`config.mk`:
```
export PLATFORM = sky130hd
export DESIGN_NAME = fetch_stage
export DESIGN_NICKNAME = d
export VERILOG_FILES = /design/src/rtl/fetch_stage.sv
export SDC_FILE = /design/constraint.sdc
export NUM_CORES = 1
export LEC_CHECK = 0
export BUFFER_PORTS_ARGS = -buffer_cell sky130_fd_sc_hd__buf_2
export CAP_MARGIN = 20
export CORE_ASPECT_RATIO = 0.8
export CORE_MARGIN = 3
export CORE_UTILIZATION = 52
export CTS_CLUSTER_DIAMETER = 80
export CTS_CLUSTER_SIZE = 8
export DETAILED_ROUTE_END_ITERATION = 10
export GPL_ROUTABILITY_DRIVEN = 0
export PLACE_DENSITY = 0.82
export SLEW_MARGIN = 20
export SYNTH_ARGS = -nofsm -noshare
export SYNTH_HDL_FRONTEND = slang
export SYNTH_SLANG_ARGS = --single-unit
```
`constraint.sdc`:
```
create_clock -name clk -period 4.5 [get_ports clk]
set_input_delay 0.225 -clock clk [delete_from_list [all_inputs] [get_ports clk]]
set_output_delay 0.225 -clock clk [all_outputs]
set_load 0.03 [all_outputs]
```
`src/rtl/fetch_stage.sv`:
```
// Instruction fetch: drives a single-outstanding imem request and queues {instr, pc} in a small buffer.
// Optional macro FETCH_BYPASS_EN forwards an ack straight to the outputs when the buffer is empty.
module fetch_stage #(
  parameter logic [15:0] RESET_PC  = 16'h0000,
  parameter int          BUF_DEPTH = 2
) (
  input  logic        clk,
  input  logic        rst_n,
  input  logic [7:0]  stall_in,
  input  logic        branch_valid,
  input  logic [15:0] branch_target,
  output logic        imem_req,
  output logic [15:0] imem_addr,
  input  logic        imem_ack,
  input  logic [15:0] imem_rdata,
  output logic [15:0] instr_o,
  output logic [15:0] instr_pc_o,
  output logic        instr_valid_o,
  output logic        clear_o,
  output logic [15:0] pc_o
);

  localparam int          PW       = $clog2(BUF_DEPTH);
  localparam int          CW       = PW + 1;
  localparam logic [15:0] RESET_PC_A = RESET_PC & 16'hFFFE;

  typedef enum logic [1:0] {IDLE, REQ, DROP} state_t;

  state_t          state_q, state_d;
  logic [15:0]     pc_q, pc_d;
  logic [CW-1:0]   count_q, count_d;
  logic [PW-1:0]   rd_q, rd_d, wr_q, wr_d;
  logic [15:0]     last_pc_q, last_pc_d;
  logic            clear_q, clear_d;
  logic [15:0]     instr_buf_q [BUF_DEPTH];
  logic [15:0]     pc_buf_q    [BUF_DEPTH];

  logic ack_req, bypass_vld, buf_vld, pop, pop_buf, push;

  always_comb begin
    ack_req = (state_q == REQ) && imem_ack;
    buf_vld = (count_q != '0);
`ifdef FETCH_BYPASS_EN
    bypass_vld = ack_req && !buf_vld && !branch_valid;
`else
    bypass_vld = 1'b0;
`endif
    instr_valid_o = buf_vld || bypass_vld;
    if (buf_vld) begin
      instr_o    = instr_buf_q[rd_q];
      instr_pc_o = pc_buf_q[rd_q];
    end else if (bypass_vld) begin
      instr_o    = imem_rdata;
      instr_pc_o = pc_q;
    end else begin
      instr_o    = 16'h0000;
      instr_pc_o = last_pc_q;
    end
    // Branch wins over both ends of the buffer; a bypassed word that is consumed never enters it.
    pop     = instr_valid_o && (stall_in == 8'h00) && !branch_valid;
    pop_buf = pop && buf_vld;
    push    = ack_req && !branch_valid && !(bypass_vld && pop);
  end

  always_comb begin
    state_d   = state_q;
    pc_d      = pc_q;
    count_d   = count_q + CW'(push) - CW'(pop_buf);
    rd_d      = pop_buf ? rd_q + PW'(1) : rd_q;
    wr_d      = push ? wr_q + PW'(1) : wr_q;
    last_pc_d = instr_pc_o;
    clear_d   = branch_valid;
    if (branch_valid) begin
      count_d = '0;
      rd_d    = '0;
      wr_d    = '0;
      pc_d    = branch_target & 16'hFFFE;
      case (state_q)
        REQ:     state_d = imem_ack ? REQ : DROP;
        DROP:    state_d = imem_ack ? REQ : DROP;
        default: state_d = IDLE;
      endcase
    end else begin
      case (state_q)
        IDLE: if (count_q < CW'(BUF_DEPTH)) state_d = REQ;
        REQ: if (imem_ack) begin
          pc_d    = pc_q + 16'd2;
          state_d = (count_d < CW'(BUF_DEPTH)) ? REQ : IDLE;
        end
        DROP: if (imem_ack) state_d = REQ;
        default: state_d = IDLE;
      endcase
    end
  end

  always_ff @(posedge clk) begin
    if (!rst_n) begin
      state_q   <= IDLE;
      pc_q      <= RESET_PC_A;
      count_q   <= '0;
      rd_q      <= '0;
      wr_q      <= '0;
      last_pc_q <= 16'h0000;
      clear_q   <= 1'b0;
    end else begin
      state_q   <= state_d;
      pc_q      <= pc_d;
      count_q   <= count_d;
      rd_q      <= rd_d;
      wr_q      <= wr_d;
      last_pc_q <= last_pc_d;
      clear_q   <= clear_d;
    end
  end

  always_ff @(posedge clk) begin
    if (rst_n && push) begin
      instr_buf_q[wr_q] <= imem_rdata;
      pc_buf_q[wr_q]    <= pc_q;
    end
  end

  assign imem_req  = (state_q == REQ);
  assign imem_addr = pc_q;
  assign pc_o      = pc_q;
  assign clear_o   = clear_q;

endmodule

```
# Yosys cells after proc, flatten, opt, wreduce, memory -nomap -nowiden
# Memories as Yosys holds them, arrays and structs flattened. A register that Yosys moved wholly into a read port is not among the register bits.
# Cells that the tools add are included.
# word_totals
register_bits	39
mem_bits_rw	64
mem_count	2
# op_classes
addsub	5
order_cmp	2
eq_ne	5
n_mux	19
n_bitwise	1
n_reduce_logical	17
# memory_table
name	words	width	read_ports	rd_clocked_by_memory_dff	wr	line	source
instr_buf_q	2	16	1	1	1	35	logic [15:0] instr_buf_q [BUF_DEPTH];
pc_buf_q	2	16	1	1	1	36	logic [15:0] pc_buf_q [BUF_DEPTH];
# op_table
operator	count
$mux W16	5
$add A16 B2 Y16 const B	1
$mux W2	6
$logic_not A8 Y1	1
$mux W1	7
$logic_and A1 B1 Y1	6
$ne A3 B3 Y1 const B	2
$pmux W2 S3	1
$reduce_bool A2 Y1	3
$lt A2 B2 Y1 const B	2
$reduce_and A2 Y1	2
$reduce_or A2 Y1	2
$ne A3 B2 Y1 const B	1
$reduce_and A3 Y1	1
$add A1 B1 Y1 const B	2
$add A2 B1 Y2	1
$eq A2 B1 Y1 const B	1
$eq A2 B2 Y1 const B	1
$logic_not A2 Y1	1
$sub A2 B1 Y2	1
$logic_not A1 Y1	1
$not A1 Y1	1

# Longest topological paths before layout
# depth
ltp_word	10
depth_mapped	11

# Worst setup path after synthesis
# No wires, ideal clock.
# synth_timing
path_kind	flip-flop to flip-flop
from	reg state_q[1]
to	mem instr_buf_q[0][0], enable pin
arrival_ps	3299
slack_ps	743
path_stages_with_launch	6
path_buffers	1
synth_period_minus_slack_ps	3757
path_cell_list	dfxtp_1 inv_1 ha_1 clkbuf_8 nand2_1 nor3_1
# synth_between
elab_chain_len	6
# synth_rtl
item	line	source
start: declaration	29	state_t state_q, state_d;
start signal: assignment	106	state_q <= state_d;
$eq A2 B1 Y1	-	
named net imem_req	12	output logic imem_req,
$logic_and A1 B1 Y1	41	ack_req = (state_q == REQ) && imem_ack;
$logic_and A1 B1 Y1	62	push = ack_req && !branch_valid && !(bypass_vld && pop);
$logic_and A1 B1 Y1	117	if (rst_n && push) begin
$mux W1	117	
$mux W1 (not written as such)	118	instr_buf_q[wr_q] <= imem_rdata;
end: declaration	35	
# The timed path passes the listed nets, and every way through them passes these cells.

# Worst setup path in the final report
# layout_timing
from	reg state_q[1]
to	reg state_q[0]
# layout_between
elab_chain_len	10
word_cells_on_any_way	18
# layout_rtl
item	line	source
$eq A2 B1 Y1	41, 78, 84	
$logic_and A1 B1 Y1	41	
$logic_and A1 B1 Y1	62	
$add A2 B1 Y2	68	count_d = count_q + CW'(push) - CW'(pop_buf);
$sub A2 B1 Y2	68	
$lt A2 B2 Y1	88	state_d = (count_d < CW'(BUF_DEPTH)) ? REQ : IDLE;
$mux W1	88	
$mux W2	86	REQ: if (imem_ack) begin
$pmux W2 S3	84	case (state_q)
$mux W2	73	if (branch_valid) begin
# Parallel ways exist; a longest one is shown, timed or not. The select of a mux whose other input is x is not followed.
# A chain may end at the register's enable or synchronous reset.

==> impl_metrics.toml <==
[timing]
finalHoldViolCount = 0
max-slew-margin-rel_pct = 35.4
slew_viol_final = 0
worst_pin_slew_ns = 0.970
rsz0062_at_grt = "no"
finalCritPeriodShare_pct = 53.9
max_freq_mhz = 412
worst_hold_slack_ns = 0.0581
skew_ns = 0.00745
min_period_ns = 2.43
fin_setup_tns_ns = 0
finalSetupViolations = 0

[route]
drt_iter0_drc = 151
vias_per_cell = 5.15
detail_route.wl_per_cell_um = 15.2
drc = 0
vias = 2817
drt_wl_total_mm = 8.33
final_antenna_net_count = 0
dr.pass1.iters = 4

[power]
p_sw_share_pct = 24.7
total_leakage_power_uw = 0.00193
max-vdd-ir-drop_mv = 0.167
p_per_area_nw_per_um2 = 353
switching_power_uw = 429
p_seq_share_pct = 59.1
finalPower_uw = 1740
clkPwrFrac_pct = 31.5
p_int_uw = 1310
comb_power_share_pct = 9.4

[worst_setup_path]
reg2reg_setup_slack_ns = 2.07
path_class = "flip-flop to flip-flop"
cp-end-kind = "flip-flop"
ff2ff_path_depth = 10
r2r-start = "state_q[1]"
endpoint = "state_q[0]"
regToRegEndpoint = "state_q[0]"
start_kind = "flip-flop"
crit_arrival_ns = 2.66
startpoint = "state_q[1]"
required_ns = 4.74
path_max_fanout = 11

[synth]
ys_warn_count = 0
synth_xor_area_share_pct = 3.71
synth_seq_area_share_pct = 62.3
synth_compound_area_share_pct = 5.66
synth_fa_ha_area_share_pct = 2.06
ys_top_cells_by_area = "edfxtp_1 (44%), dfxtp_1 (18%), mux2i_1 (7.8%), buf_4 (3.5%), o21ai_0 (3.1%)"
synth_top_family_by_area = "simple AND/OR/NAND/NOR gates"
synthSimpleGateAreaFrac_pct = 12.0
muxShareOfSynthArea_pct = 7.78
netlist.area_leader.share_pct = 43.9
synthTopCellsByCount = "edfxtp_1 (62), dfxtp_1 (39), mux2i_1 (33)"
synthFlopType = "edfxtp_1"
synth-edff-count = 62
syn_area_per_cell_um2 = 12.1
yosysTopAreaCell = "edfxtp_1"
ys_ff_latch = 101
syn_inst = 350
async_reset_ff_share_pct = 0
synth_area_um2 = 4240
synth_cell_types = 32
synth_most_common_cell = "edfxtp_1"

[final_layout]
nFillCells = 614
diodes = 0
fin_nets = 488
drive_above_1_share_pct = 29.2
area_growth_pct = 15.7
fin_area_um2 = 4910

[floorplan]
dieArea_um2 = 9290
die_w_um = 107
io_pins = 111
start_util_pct = 55.3
row_count = 28
fp.dieH_um = 86.8
core-area_um2 = 7670

[status]
status = "finished clean"

[placed_design]
io_buffers = 107
placed_area_um2 = 4720
hpwl_mm = 5.74

[global_route]
grt_pass1_wl_mm = 13.2
antenna_found_initial = 0
grtUsageTotal_pct = 18.4
grt_pass1_vias = 2739
overflow = 0
grt_max_degree = 49

[clock_tree]
cts_tree = "built"
htreeDepth = 3
cts.sinks = 101
cts_resized = 0
post-cts-setup-buffers = 0
cts_max_path_buffers = 2
postCtsHoldBufs = 0
insertion_delay_ns = 0.35
clk_pin_slew_worst_paths_ns = 0.09
cts_root_buf = "clkbuf_8"
cts_buffers = 9

[min_path]
hold_class = "primary input to flip-flop"

[flow_run]
maxCapViolCount = 0
==> power by group through the flow <==
| stage | sequential [uW] | combinational (uW) | clock (uW) |
|---|---|---|---|
| 2_1_floorplan | 1060 | 105 | 0 |
| 3_3_place_gp | 1050 | 158 | 0 |
| 3_5_place_dp | 1050 | 163 | 0 |
| 4_1_cts | 1030 | 164 | 561 |
| 5_1_grt | 1030 | 177 | 600 |
| 6_report | 1030 | 163 | 547 |
==> cell families (layout without fill, tap and decap cells) <==
family,count (synthesis),in the layout
and+or+nand+nor,102,102
DFF,101,101
AOI/OAI and AO/OA,44,44
buffers and inverters,44,135
muxes,33,33
xor gates and xnor gates,18,18
adders and majority gates,7,7
other,1,2
==> critical path, cell delays in order, from the launching register on <==
cell and delay, ns:
dfxtp_1 0.35, inv_1 0.09, ha_1 0.39, nand3_1 0.15, ha_1 0.34, inv_1 0.04
ha_1 0.18, xor2_1 0.15, xnor2_1 0.19, nand3_1 0.11, a221oi_1 0.33
==> worst min-delay path by stage <==
stage,start,end,slack [ns],cells after the start
after floorplan,imem_rdata[0],instr_buf_q[0][0],0.32,0
after global placement,imem_rdata[5],instr_buf_q[0][5],0.41,1
after detailed placement,imem_rdata[14],instr_buf_q[0][14],0.42,1
after CTS,imem_rdata[0],instr_buf_q[0][0],0.04,1
after global routing,imem_rdata[7],instr_buf_q[0][7],0.03,1
final,imem_rdata[8],instr_buf_q[1][8],0.06,1
==> stage by stage <==
stage / std cells / worst slack, ns / utilization (%)
detailed placement: 531 / 1.88 / 61.5
finish: 547 / 2.07 / 64.0
global placement: 531 / 2.10 / 61.5
CTS: 547 / 2.06 / 64.0
floorplan: 351 / 0.743 / -
global route: 547 / 1.85 / 64.0
==> layout by cell type, fill, tap and decap left out, types with 2 or more instances in the layout <==
cell      instances
buf_2           107
edfxtp_1         62
dfxtp_1          38
mux2i_1          33
nor2_1           27
o21ai_0          26
nand2_1          24
and2_1           17
xnor2_1          14
a21oi_1          12
clkbuf_8         10
inv_1             9
nand3_1           7
ha_1              7
nor4_1            6
nor3_1            6
nand4_1           5
xor2_1            4
buf_4             3
and4_1            2
nor3_2            2
a311oi_1          2
and3_1            2
nor2b_1           2
conb_1            2
clkbuf_1          2
==> state kept, by name, indices dropped and copies added, names as in the netlist, named ones only <==
register	flops
clear_o	1
count_q	2
imem_addr	15
instr_buf_q	32
last_pc_q	16
pc_buf_q	30
rd_q	1
state_q	2
wr_q	1
==> per-layer routing <==
metal | share of wire (%) | global-route usage, % | vias up
met5 | 0 | 0 | -
met4 | 1.2 | 4.99 | 0
met3 | 5.9 | 6.63 | 11
met2 | 50 | 31.5 | 86
met1 | 43 | 22.2 | 1327
li1 | - | - | 1393
==> final cells by class <==
cell class / instances / area (um^2) / area share [%]
timing repair buffer: 110 / 558 / 11.4
inverter: 9 / 33.8 / 0.688
clock inverter: 3 / 25.0 / 0.509
sequential: 101 / 2640 / 53.8
clock buffer: 13 / 170 / 3.46
multi-input combinational: 206 / 1350 / 27.5
tap: 105 / 131 / 2.67
(Power assumes the default switching activity.)
